==> config.mk <==
export PLATFORM = sky130hd
export DESIGN_NAME = hilo_divider_flat
export DESIGN_NICKNAME = d
export VERILOG_FILES = /design/src/rtl/hilo_divider_if.sv /design/src/rtl/hilo_divider.sv /design/src/flat_wrapper.sv
export SDC_FILE = /design/constraint.sdc
export NUM_CORES = 1
export LEC_CHECK = 0
export ABC_AREA = 1
export CORE_ASPECT_RATIO = 1.5
export CORE_MARGIN = 2
export CORE_UTILIZATION = 45
export DETAILED_ROUTE_END_ITERATION = 7
export PLACE_DENSITY_LB_ADDON = 0.1
export SYNTH_ARGS = -nofsm -noshare
export SYNTH_HDL_FRONTEND = slang
export SYNTH_SLANG_ARGS = --single-unit
==> constraint.sdc <==
create_clock -name clk -period 9.1 [get_ports clk]
set_input_delay 0.91 -clock clk [delete_from_list [all_inputs] [get_ports clk]]
set_output_delay 0.91 -clock clk [all_outputs]
set_load 0.01 [all_outputs]
==> src/rtl/hilo_divider_if.sv <==
`default_nettype none
// ============================================================================
//  Module   : hilo_divider_if
//  Purpose  : Handshake bundle between the EX-stage controller and the HI/LO
//             divider. It carries the divide request, the cancel/flush input,
//             the stall output and the HI/LO write-back bundle.
//  Ports    : start, is_signed, dividend, divisor, cancel  (request side)
//             busy, hl_write_enable, hl_data                (response side)
//  Modports : master - the pipeline drives requests.
//             slave  - the divider answers them.
//  Revision : 1.0 - initial release
// ============================================================================
interface hilo_divider_if #(
    parameter int WIDTH = 32
);
    logic                   start;
    logic                   is_signed;
    logic [WIDTH-1:0]       dividend;
    logic [WIDTH-1:0]       divisor;
    logic                   cancel;
    logic                   busy;
    logic                   hl_write_enable;
    logic [2*WIDTH-1:0]     hl_data;

    modport master (
        output start, is_signed, dividend, divisor, cancel,
        input  busy, hl_write_enable, hl_data
    );

    modport slave (
        input  start, is_signed, dividend, divisor, cancel,
        output busy, hl_write_enable, hl_data
    );
endinterface
`default_nettype wire

==> src/rtl/hilo_divider.sv <==
`default_nettype none
// ============================================================================
//  Module   : hilo_divider
//  Purpose  : Iterative radix-2 restoring divider for MIPS DIV/DIVU. It takes
//             WIDTH cycles in RUN, then spends one DONE cycle pulsing
//             hl_write_enable with {remainder, quotient}.
//  Ports    : clk  - rising-edge clock
//             rst  - asynchronous, active-low reset
//             bus  - hilo_divider_if.slave (request / stall / write-back)
//  Revision : 1.0 - initial release
// ============================================================================
module hilo_divider #(
    parameter int WIDTH = 32
) (
    input  wire logic       clk,
    input  wire logic       rst,
    hilo_divider_if.slave   bus
);
    localparam int CW = $clog2(WIDTH);

    localparam logic [1:0] S_IDLE = 2'd0;
    localparam logic [1:0] S_RUN  = 2'd1;
    localparam logic [1:0] S_DONE = 2'd2;

    logic [1:0]             state_q, state_d;
    logic [CW-1:0]          cnt_q;
    logic [WIDTH-1:0]       rem_q;      // partial remainder
    logic [WIDTH-1:0]       quo_q;      // dividend bits shifting out, quotient bits in
    logic [WIDTH-1:0]       dsr_q;      // divisor magnitude
    logic                   signed_q;
    logic                   sa_q;       // dividend sign bit
    logic                   sb_q;       // divisor sign bit
    logic [2*WIDTH-1:0]     hl_data_q;

    logic                   w_accept;
    logic                   w_last;
    logic [WIDTH:0]         w_shift;
    logic                   w_borrow;
    logic [WIDTH-1:0]       w_diff;
    logic [WIDTH-1:0]       w_rem_step;
    logic [WIDTH-1:0]       w_quo_step;
    logic [WIDTH-1:0]       w_rem_fix;
    logic [WIDTH-1:0]       w_quo_fix;

    assign w_accept = (state_q == S_IDLE) && bus.start && !bus.cancel;
    assign w_last   = (state_q == S_RUN) && (cnt_q == CW'(WIDTH - 1));

    // One restoring step. The shifted remainder is WIDTH+1 bits wide. When
    // no borrow occurs, the true difference is below the divisor, so the low
    // WIDTH bits of the difference are exact.
    assign w_shift    = {rem_q, quo_q[WIDTH-1]};
    assign w_borrow   = (w_shift < {1'b0, dsr_q});
    assign w_diff     = w_shift[WIDTH-1:0] - dsr_q;
    assign w_rem_step = w_borrow ? w_shift[WIDTH-1:0] : w_diff;
    assign w_quo_step = {quo_q[WIDTH-2:0], ~w_borrow};

    // Sign fix-up works on the result of the final step, so that result is
    // captured at the edge entering DONE. With a zero divisor the trial
    // subtract never borrows. The remainder therefore ends up as the dividend
    // magnitude, and re-applying the dividend sign restores the raw dividend.
    // Only the quotient needs the explicit all-ones override.
    assign w_quo_fix = (dsr_q == '0)              ? '1 :
                       (signed_q && (sa_q ^ sb_q)) ? -w_quo_step : w_quo_step;
    assign w_rem_fix = (signed_q && sa_q)         ? -w_rem_step : w_rem_step;

    // State register
    always_ff @(posedge clk or negedge rst) begin
        if (!rst) begin
            state_q <= S_IDLE;
        end else begin
            state_q <= state_d;
        end
    end

    // Next-state logic
    always_comb begin
        state_d = state_q;
        case (state_q)
            S_IDLE:  if (w_accept) state_d = S_RUN;
            S_RUN:   if (bus.cancel) state_d = S_IDLE;
                     else if (w_last) state_d = S_DONE;
            S_DONE:  state_d = S_IDLE;
            default: state_d = S_IDLE;
        endcase
    end

    // Output decode. Cancel kills the write pulse within the same cycle.
    always_comb begin
        bus.busy            = (state_q != S_IDLE);
        bus.hl_write_enable = (state_q == S_DONE) && !bus.cancel;
    end

    assign bus.hl_data = hl_data_q;

    // Datapath
    always_ff @(posedge clk or negedge rst) begin
        if (!rst) begin
            cnt_q     <= '0;
            rem_q     <= '0;
            quo_q     <= '0;
            dsr_q     <= '0;
            signed_q  <= 1'b0;
            sa_q      <= 1'b0;
            sb_q      <= 1'b0;
            hl_data_q <= '0;
        end else if (w_accept) begin
            signed_q <= bus.is_signed;
            sa_q     <= bus.dividend[WIDTH-1];
            sb_q     <= bus.divisor[WIDTH-1];
            quo_q    <= (bus.is_signed && bus.dividend[WIDTH-1]) ? -bus.dividend : bus.dividend;
            dsr_q    <= (bus.is_signed && bus.divisor[WIDTH-1])  ? -bus.divisor  : bus.divisor;
            rem_q    <= '0;
            cnt_q    <= '0;
        end else if (state_q == S_RUN && !bus.cancel) begin
            rem_q <= w_rem_step;
            quo_q <= w_quo_step;
            cnt_q <= cnt_q + 1'b1;
            if (w_last) begin
                hl_data_q <= {w_rem_fix, w_quo_fix};
            end
        end
    end
endmodule
`default_nettype wire

==> src/flat_wrapper.sv <==
// flat-port wrapper written by rule: the top's interface ports become plain ports
module hilo_divider_flat 
#(
    parameter int WIDTH = 32
)
  (clk, rst, bus_start, bus_is_signed, bus_dividend, bus_divisor, bus_cancel, bus_busy, bus_hl_write_enable, bus_hl_data);
  hilo_divider_if #(.WIDTH(WIDTH)) bus_i ();
  input  wire logic clk;
  input  wire logic rst;
  input wire logic [$bits(bus_i.start)-1:0] bus_start;
  input wire logic [$bits(bus_i.is_signed)-1:0] bus_is_signed;
  input wire logic [$bits(bus_i.dividend)-1:0] bus_dividend;
  input wire logic [$bits(bus_i.divisor)-1:0] bus_divisor;
  input wire logic [$bits(bus_i.cancel)-1:0] bus_cancel;
  output wire logic [$bits(bus_i.busy)-1:0] bus_busy;
  output wire logic [$bits(bus_i.hl_write_enable)-1:0] bus_hl_write_enable;
  output wire logic [$bits(bus_i.hl_data)-1:0] bus_hl_data;
  assign bus_i.start = bus_start;
  assign bus_i.is_signed = bus_is_signed;
  assign bus_i.dividend = bus_dividend;
  assign bus_i.divisor = bus_divisor;
  assign bus_i.cancel = bus_cancel;
  assign bus_busy = bus_i.busy;
  assign bus_hl_write_enable = bus_i.hl_write_enable;
  assign bus_hl_data = bus_i.hl_data;
  hilo_divider #(.WIDTH(WIDTH)) u_core (.clk(clk), .rst(rst), .bus(bus_i));
endmodule
Yosys cells after proc, flatten, opt, wreduce, memory -nomap -nowiden --
Cells that the tools add are included.
Word-level totals: flip-flop bits (word level) 170, input port bits 69, output and inout bits 66, word-level logic and storage cells 56
Cells by class: add/subtract/negate cells 6, magnitude comparators 1, eq/ne operators 5, multiplexer cells 16, bitwise operators 3, reductions and logical operators 16
Operator list (number):
- $mux 32 | 10
- $neg 32->32 | 4
- $lt 33x32->1 | 1
- $logic_not 32->1 | 1
- $sub 32x32->32 | 1
- $mux 5 | 2
- $logic_and 1x1->1 | 9
- $mux 2 | 3
- $add 5x1->5 const B | 1
- $eq 5x5->1 const B | 1
- $pmux 2 s2 | 1
- $reduce_bool 2->1 | 2
- $ne 3x2->1 const B | 1
- $reduce_and 3->1 | 1
- $eq 2x1->1 const B | 1
- $eq 2x2->1 const B | 1
- $logic_not 2->1 | 1
- $ne 2x1->1 const B | 1
- $not 1->1 | 2
- $reduce_and 2->1 | 1
- $logic_not 1->1 | 1
- $xor 1x1->1 | 1

Longest topological paths before layout --
Gate-level depths: netlist of run 1.
depth after elaboration 5, mapped depth 27, mapped depth without buffers 26

Worst setup path before layout of run 1 --
OpenSTA, ideal clock, no wires.
kind reg-to-reg, start reg u_core.dsr_q[8], end reg u_core.hl_data_q[26], in the netlist u_core.bus.hl_data[26], data arrival time 3.491 ns, required time 9.035 ns, slack 5.544 ns, cell stages (with the launch flop) 28, path through dfrtp_1 inv_1 ha_1 nand2_2 inv_2 nand2_1 nand2_1 inv_2 nand3_2 nand2_2 nand2_2 nand2_4 nand2_4 inv_2 buf_2 ha_1 nand3_1 nor3_1 nand3_1 nor3_1 nand2_1 nand2_1 o21ai_1 or2_2 nor2_2 xor2_1 o22ai_1 inv_1
On the way: longest elaborated chain between the ends 5, elaborated cells on any way between the ends 6, classes of those cells add/sub (1); order compare (1); mux (2); bitwise (1); reduce/logical (1)
Ends and longest elaborated chain:
- start: declaration | line hilo_divider.sv:29 | logic [WIDTH-1:0] dsr_q;
- start signal: assignment | line hilo_divider.sv:111 | dsr_q <= (bus.is_signed && bus.divisor[WIDTH-1]) ? -bus.divisor : bus.divisor;
- $lt 33x32->1 | line hilo_divider.sv:52 | assign w_borrow = (w_shift < {1'b0, dsr_q});
- $not 1->1 | line hilo_divider.sv:55 | assign w_quo_step = {quo_q[WIDTH-2:0], ~w_borrow};
- $neg 32->32 | line hilo_divider.sv:63 | (signed_q && (sa_q ^ sb_q)) ? -w_quo_step : w_quo_step;
- $mux 32 | line hilo_divider.sv:63
- $mux 32 * | line hilo_divider.sv:62 | assign w_quo_fix = (dsr_q == '0) ? '1 :
- end signal: assignment | line hilo_divider.sv:119 | hl_data_q <= {w_rem_fix, w_quo_fix};
- end: declaration | line hilo_divider.sv:33 | logic [2*WIDTH-1:0] hl_data_q;
Mark *: on every way between the ends. The rest lies on a longest branch, timed or not. A chain may end at the register's enable or synchronous reset.

Worst setup path after layout of run 1 --
start reg u_core.dsr_q[24], end reg u_core.hl_data_q[26], in the netlist u_core.bus.hl_data[26]
Same word-level chain as after synthesis.

==> results.md, run 1 <==
* Status: complete, no violations
* Slew @ Worst Pin at 1.01 ns
* Yosys cell types at 50
* Synth Warn # at 0
* Drt via density at 5.35
* CP max FO at 43
* RSZ-0062 raised after global routing: no
* Initial antenna violation count at 0
* Max-cap violations at 0
* DP HPWL at 31,200 um
* First-pass GRT wire length at 63,300 um
* Clk_lat worst skew at 0.45 ns
* Buffers on Ports at 134
* Grt ovf at 0
* Post-Place Cells at 2,271
* Tot Pwr at 4.19 mW
* Post-synth ARST share at 1.00
* Cell Count, Final, Fillers Out at 2,302
* Max-slew violations at 0
* Sequential element share of the synthesized area at 0.344
* Post_cts resized at 0
* Max stage delay on crit path at 0.40 ns
* Syn Nets at ~1,900
* Part of the power in registers at 0.245
* Fin. Hold Viols at 0
* TritonRoute pass-1 iters at 7
* Post-synth EDFFs at 0
* Arr. time, crit path at 5.27 ns
* Clk_skew at 0.0104 ns
* Final min period at 4.88 ns
* Synth-to-Final Area Change at 17.6%
* Initial DRC Count at 638
* Critical path class: reg2reg
* Mapped Avg Cell Area at 6.71 um2
* Most common cell on crit path: nand2_1
* TritonCTS clock tree: yes
* Die Wd at 139 um
* Final setup viols at 0
* CP endpoint kind: register
* Clock power share at 0.170
* CTS Hold Buffers Added at 0
* Int Pwr at 2.02 mW
* ANT nets after route at 0
* H-Tree Depth at 4
* Num CTS Buffers at 17
* Clk sinks at 170
* Fin Setup TNS at 0 ns
* CTS root buf: clkbuf_16
* Number of global-route vias before repair at 12,192
* Initial core utilization at 0.456
* Residual DRC count at 0
* Critical path buffers and inverters at 4
* Core Area at 27,100 um2
* Std cell rows at 74
* Area post-placement at 14,000 um2
* Clock Pin Slew Worst Setup and Hold Paths at approximately 0.07 ns
* Fmax at 205 MHz
* Filler cells at 2,730
* CP Data Required Time at between 9 and 10 ns
* Fin crit share at 0.536
* Placer Congestion at about 0.95
* Fin nets at 2,056
* Core Util, Final at 0.536
* #FFs+latches synth at 170
* Cell family with most CP delay: simple AND/OR/NAND/NOR gates
* Clock Path Buffers at 2
* PD cells at between 200 and 300 nW/um2
* Slowest CP cell: nor3_1
* Pleak at 7.29 nW
* Global-route usage over all layers at 0.281
* Routed len/inst at 17.3 um
* Worst rel slew slack at 0.327
* Worst hold path type: reg2reg
* Logic gate share of total power at 0.585
* NetSw at approximately 2.2 mW
* Vias at 12,321
* Sw frac at 0.519
* Full die area at about 29,000 um2
* Routed wire length at around 40,000 um
* Post-CTS setup buffers at 0
* Crit path cell chain: inv_1 > ha_1 > a21oi_2 > o21ai_1 > inv_2 > nand2_1 > a21oi_4 > nand2_4 > inv_2 > ha_1 > nand3_1 > nor3_1 > nand3_1 > nor3_1 > nand2_1 > nand2_1 > o21ai_1 > or2_2 > nor2_2 > xor2_1 > o22ai_1 > inv_1
* Flop2flop setup slack at 4.22 ns
* Netlist Area Pre-Place at 12,400 um2
* Nature of the critical path startpoint: register
* Design Area, Final at 14,500 um2
* Die Y at 207 um
* Maximum VDD drop at 176 uV
* # IOs at roughly 140
* Pin count of the biggest net entering global routing at 95
* Top_reg_cell synth: dfrtp_1
* N_diodes at 0
* Layout cell share with drive strength beyond 1 at 0.0474
* Synth Instances at 1,841
==> final timing paths <==
kind | start | to | cells past startpoint
setup reg to reg | u_core.dsr_q[24] | u_core.bus.hl_data[26] | 22
hold / removal | u_core.cnt_q[3] | u_core.cnt_q[3] | 1
setup / recovery | u_core.dsr_q[24] | u_core.bus.hl_data[26] | 22
min in group asynchronous | rst | u_core.dsr_q[5] | 1
hold reg to reg | u_core.cnt_q[3] | u_core.cnt_q[3] | 1
max in group asynchronous | rst | u_core.quo_q[8] | 2
==> state kept, by name, summed over array words and instances (netlist names), 2 cells and up <==
signal and count:
u_core.bus.hl_data 64, u_core.dsr_q 32, u_core.state_q 2, u_core.cnt_q 5
u_core.rem_q 32, u_core.quo_q 32
==> synthesized netlist by cell type, types with 4 or more instances <==
library cell | instances | area share
o211ai_1 | 4 | 0.0024
nand2_2 | 9 | 0.0046
nand3_2 | 5 | 0.0040
ha_1 | 38 | 0.038
nor3_1 | 25 | 0.010
dfrtp_1 | 170 | 0.34
o21bai_1 | 11 | 0.0067
xnor2_1 | 14 | 0.0099
o22ai_1 | 18 | 0.0091
a21oi_1 | 75 | 0.030
nand3b_1 | 9 | 0.0055
o21ai_2 | 5 | 0.0035
clkbuf_1 | 44 | 0.013
buf_2 | 5 | 0.0020
nand2_1 | 520 | 0.16
or2_2 | 4 | 0.0020
o221ai_1 | 28 | 0.020
inv_1 | 253 | 0.077
xor2_1 | 57 | 0.040
inv_2 | 12 | 0.0036
o21ai_1 | 25 | 0.010
nor4_1 | 18 | 0.0091
o21ai_0 | 120 | 0.049
a31oi_1 | 5 | 0.0025
nor2_1 | 168 | 0.051
nand4_1 | 26 | 0.013
nand3_1 | 131 | 0.053
nor2_2 | 10 | 0.0051
==> cells by family (layout without fill, tap and decap cells) <==
| logic type | Yosys count | count (layout) | synth area share |
|---|---|---|---|
| xor+xnor | 71 | 71 | 0.0503 |
| compound gates | 307 | 307 | 0.145 |
| simple gates | 933 | 933 | 0.321 |
| flops | 170 | 170 | 0.344 |
| buf+inv | 321 | 440 | 0.0998 |
| fa+ha+maj | 39 | 39 | 0.0401 |
==> routing by layer <==
metal	track usage	vias to the layer above	wire length, um
met5	0	-	0
met4	0.156	0	2090
met3	0.0311	98	997
met2	0.546	278	21700
met1	0.294	5749	15000
li1	-	6196	-
==> area by class of cell <==
class | count | area (um2) | area share
sequential | 170 | 4250 | 0.293
tap | 342 | 428 | 0.0294
timing repair buffer | 142 | 1400 | 0.0965
multi-input combinational | 1350 | 6890 | 0.474
inverter | 267 | 1000 | 0.0689
clock inverter | 11 | 115 | 0.00792
clock buffer | 20 | 447 | 0.0307
==> stage by stage <==
step,hold slack [ns],worst slack (ns)
2_1_floorplan,0.434,5.54
3_3_place_gp,0.455,4.39
3_5_place_dp,0.460,4.31
4_1_cts,0.470,4.28
5_1_grt,0.496,3.68
6_report,0.466,4.22
==> power by group through the flow <==
stage	Combinational (mW)	Sequential, mW	Clock (mW)
after global placement	2.42	1.03	0
after CTS	2.45	1.02	0.723
final	2.46	1.03	0.712
after detailed placement	2.44	1.04	0
after global routing	2.79	1.04	0.752
after floorplan	1.81	0.973	0
==> worst reg2reg max path: cells and delay by family (launching register included) <==
kind                       cells  cell delay, ns
buffers and inverters          4            0.61
AOI/OAI and AO/OA              5            0.92
adders and majority gates      2            0.62
and+or+nand+nor               10            2.11
DFF                            1            0.38
xor gates and xnor gates       1            0.17
==> placed cells by master, fill, tap and decap left out, types with 3 or more instances in the layout <==
master	instances
o21ai_0	120
nor3_2	3
nor2_1	167
a22o_1	3
o21bai_1	11
o221ai_1	28
nor2_2	11
inv_1	253
nand3b_1	9
a31oi_1	5
nand4_1	26
nand3_1	129
inv_2	12
o21ai_2	5
clkbuf_16	17
nor3_1	24
nand2_1	520
xnor2_1	14
a21oi_1	75
nand3_2	7
dfrtp_1	170
clkinvlp_4	6
o211ai_1	4
nand2_2	9
o21ai_1	25
nor4_1	18
ha_1	38
buf_4	8
o22ai_1	18
or2_2	4
xor2_1	57
clkdlybuf4s50_1	133
No activity file was read; power rests on OpenSTA's default activity.
==> run 2: changes to the inputs <==
- clock period: 9.1 -> 3.93 ns (I/O delays scaled with it)
==> run 2 against run 1 <==
Effect of this change:
- via count grew 2.5%
- wire length rose by 7.2%
- non-clock buffer count rose by 25
- sequential power is 130% higher
- clock power grew to 2.7 times the previous value
- largest cell class unchanged
- critical path type unchanged
- global-route usage rose by 2.1 points
- utilization grew 1.4 points
- design area is 2.6% higher
- count of clock-buffer cells in the layout is 2 higher
- combinational power rose to 2.5 times the previous value
- register-to-register slack lost 3.9 ns
==> results.md, run 2 (synthesis gave the netlist of run 1 again) <==
* Status: complete, no violations
* Fmax at 276 MHz
* Grt ovf at 0
* Final min period at 3.62 ns
* Die Wd at 139 um
* Most frequent cells in the layout: nand2_1 (518), inv_1 (253), dfrtp_1 (170)
* Core Area at 27,100 um2
* Clock power share at 0.183
* Cell Count, Final, Fillers Out at 2,328
* DP HPWL at 33,500 um
* Initial DRC Count at 708
* Number of global-route vias before repair at roughly 13,000
* Most common cell on crit path: nand2_1
* NetSw at 5.25 mW
* Clk_lat worst skew at 0.46 ns
* CTS root buf: clkbuf_16
* Arr. time, crit path at 3.96 ns
* CP Data Required Time at approximately 4.3 ns
* Std cell rows at 74
* Nature of the critical path startpoint: register
* Fin. Hold Viols at 0
* Worst hold path type: reg2reg
* Clock Path Buffers at 2
* CP max FO at 31
* Critical path class: reg2reg
* Post-CTS setup buffers at 0
* Routed len/inst at ~18 um
* Fin nets at 2,081
* # IOs at 135
* ANT nets after route at 0
* Vias at around 13,000
* Synth-to-Final Area Change at 20.7%
* Logic gate share of total power at 0.591
* Hold Startpoint: u_core.cnt_q[3]
* Int Pwr at 5.15 mW
* RSZ-0062 raised after global routing: no
* Commonest non-fill, non-tap cell in the layout: nand2_1
* Sw frac at 0.505
* Crit path launch: u_core.dsr_q[16]
* Final setup viols at 0
* Pleak at 7.48 nW
* Pin count of the biggest net entering global routing at 73
* Initial core utilization at 0.456
* Num CTS Buffers at 17
* Fin crit share at 0.921
* Max-cap violations at 0
* Tot Pwr at 10.4 mW
* Clock Pin Slew Worst Setup and Hold Paths at approximately 0.070 ns
* Max reg flops at 64
* Global-route usage over all layers at 0.302
* Crit path cell chain: inv_1 > ha_1 > nand2_2 > inv_2 > a21oi_1 > nand2_1 > inv_2 > nand2_2 > nand2_4 > nand2_4 > buf_12 > buf_4 > o21ai_1 > nor2_1 > nand2_1 > nor2_1 > nand3_1 > nand2_1 > nand2_1 > nand2_1 > nand3_1 > nand2_1
* Filler cells at 2,727
* H-Tree Depth at 4
* Core Util, Final at 0.550
* Maximum VDD drop at ~490 uV
* Reg2Reg Depth at 22
* Die Y at ~210 um
* PD cells at 697 nW/um2
* Max-slew violations at 0
* Initial antenna violation count at 0
* First-pass GRT wire length at 67,100 um
* Worst rel slew slack at 0.337
* Full die area at about 29,000 um2
* Part of the power in registers at 0.226
* TritonRoute pass-1 iters at 5
* Buffers on Ports at ~130
* Drt via density at 5.42
* Fin Setup TNS at 0 ns
* Layout cell share with drive strength beyond 1 at 0.0639
* Post-Place Cells at ~2,300
* CP endpoint kind: register
* Routed wire length at roughly 43,000 um
* Clk_skew at 0.0167 ns
* Max stage delay on crit path at 0.60 ns
* N_diodes at 0
* Clk sinks at 170
* Slowest CP cell: o21ai_1
* Slew @ Worst Pin at just under 1 ns
* TritonCTS clock tree: yes
* Placer Congestion at 0.980
* Residual DRC count at 0
* Reg-to-Reg Start: u_core.dsr_q[16]
* Worst hold stages at 1
==> run 2: changes by cell type in the layout (fill, tap and decap cells not counted), moves of 4 or more <==
cell,change
ha_4,+4
ha_1,-5
buf_4,+22
clkinvlp_4,-6
bufinv_16,+4
==> run 2: layer usage <==
layer / global-route usage / routed length, um
met5: 0 / 0
met1: 0.306 / 15600
met4: 0.205 / 2970
met3: 0.0323 / 1160
met2: 0.580 / 22800
==> run 2: power by group through the flow <==
| stage | registers [mW] | logic, mW | clock network (mW) |
|---|---|---|---|
| detailed placement | 2.37 | 6.02 | 0 |
| floorplan | 2.25 | 4.18 | 0 |
| CTS | 2.34 | 6.05 | 1.93 |
| finish | 2.35 | 6.15 | 1.91 |
| global route | 2.38 | 6.87 | 2.00 |
| global placement | 2.36 | 6.00 | 0 |
==> run 2: final timing paths <==
| check | to | slack (ns) |
|---|---|---|
| max reg2reg | u_core.bus.hl_data[62] | 0.31 |
| min | u_core.cnt_q[3] | 0.46 |
| min in group asynchronous | u_core.rem_q[2] | 0.53 |
| min reg2reg | u_core.cnt_q[3] | 0.46 |
| max | u_core.bus.hl_data[62] | 0.31 |
| max in group asynchronous | u_core.bus.hl_data[61] | 2.48 |
==> run 2: layout make-up <==
class	count	area [um2]	area share
Multi-Input combinational cell	1350	6970	0.467
Timing Repair Buffer	167	1620	0.108
Inverter	267	1000	0.0672
Clock buffer	22	464	0.0311
Sequential cell	170	4250	0.285
Tap cell	342	428	0.0287
Clock inverter	10	186	0.0125
==> run 2: metrics by stage <==
stage	worst slack [ns]	instance area, um2	hold WS (ns)
after detailed placement	0.251	14200	0.452
after global routing	0.0166	14900	0.481
after global placement	0.318	14200	0.446
after CTS	0.225	14800	0.463
final	0.310	14900	0.462
after floorplan	0.374	12400	0.0974
==> run 2: worst max-delay path, delay by kind of cell, from the launching register on <==
| kind | cells | cell delay [ns] |
|---|---|---|
| simple gates | 14 | 1.39 |
| compound gates | 2 | 0.78 |
| buf+inv | 5 | 0.56 |
| flops | 1 | 0.38 |
| fa+ha+maj | 1 | 0.38 |
==> run 2: repair_timing <==
action | CTS | global route
setup endpoints to repair | 0 | 11
hold endpoints to repair | 37 | 0
hold buffers | 1 | 0
gates resized for setup | 0 | 12
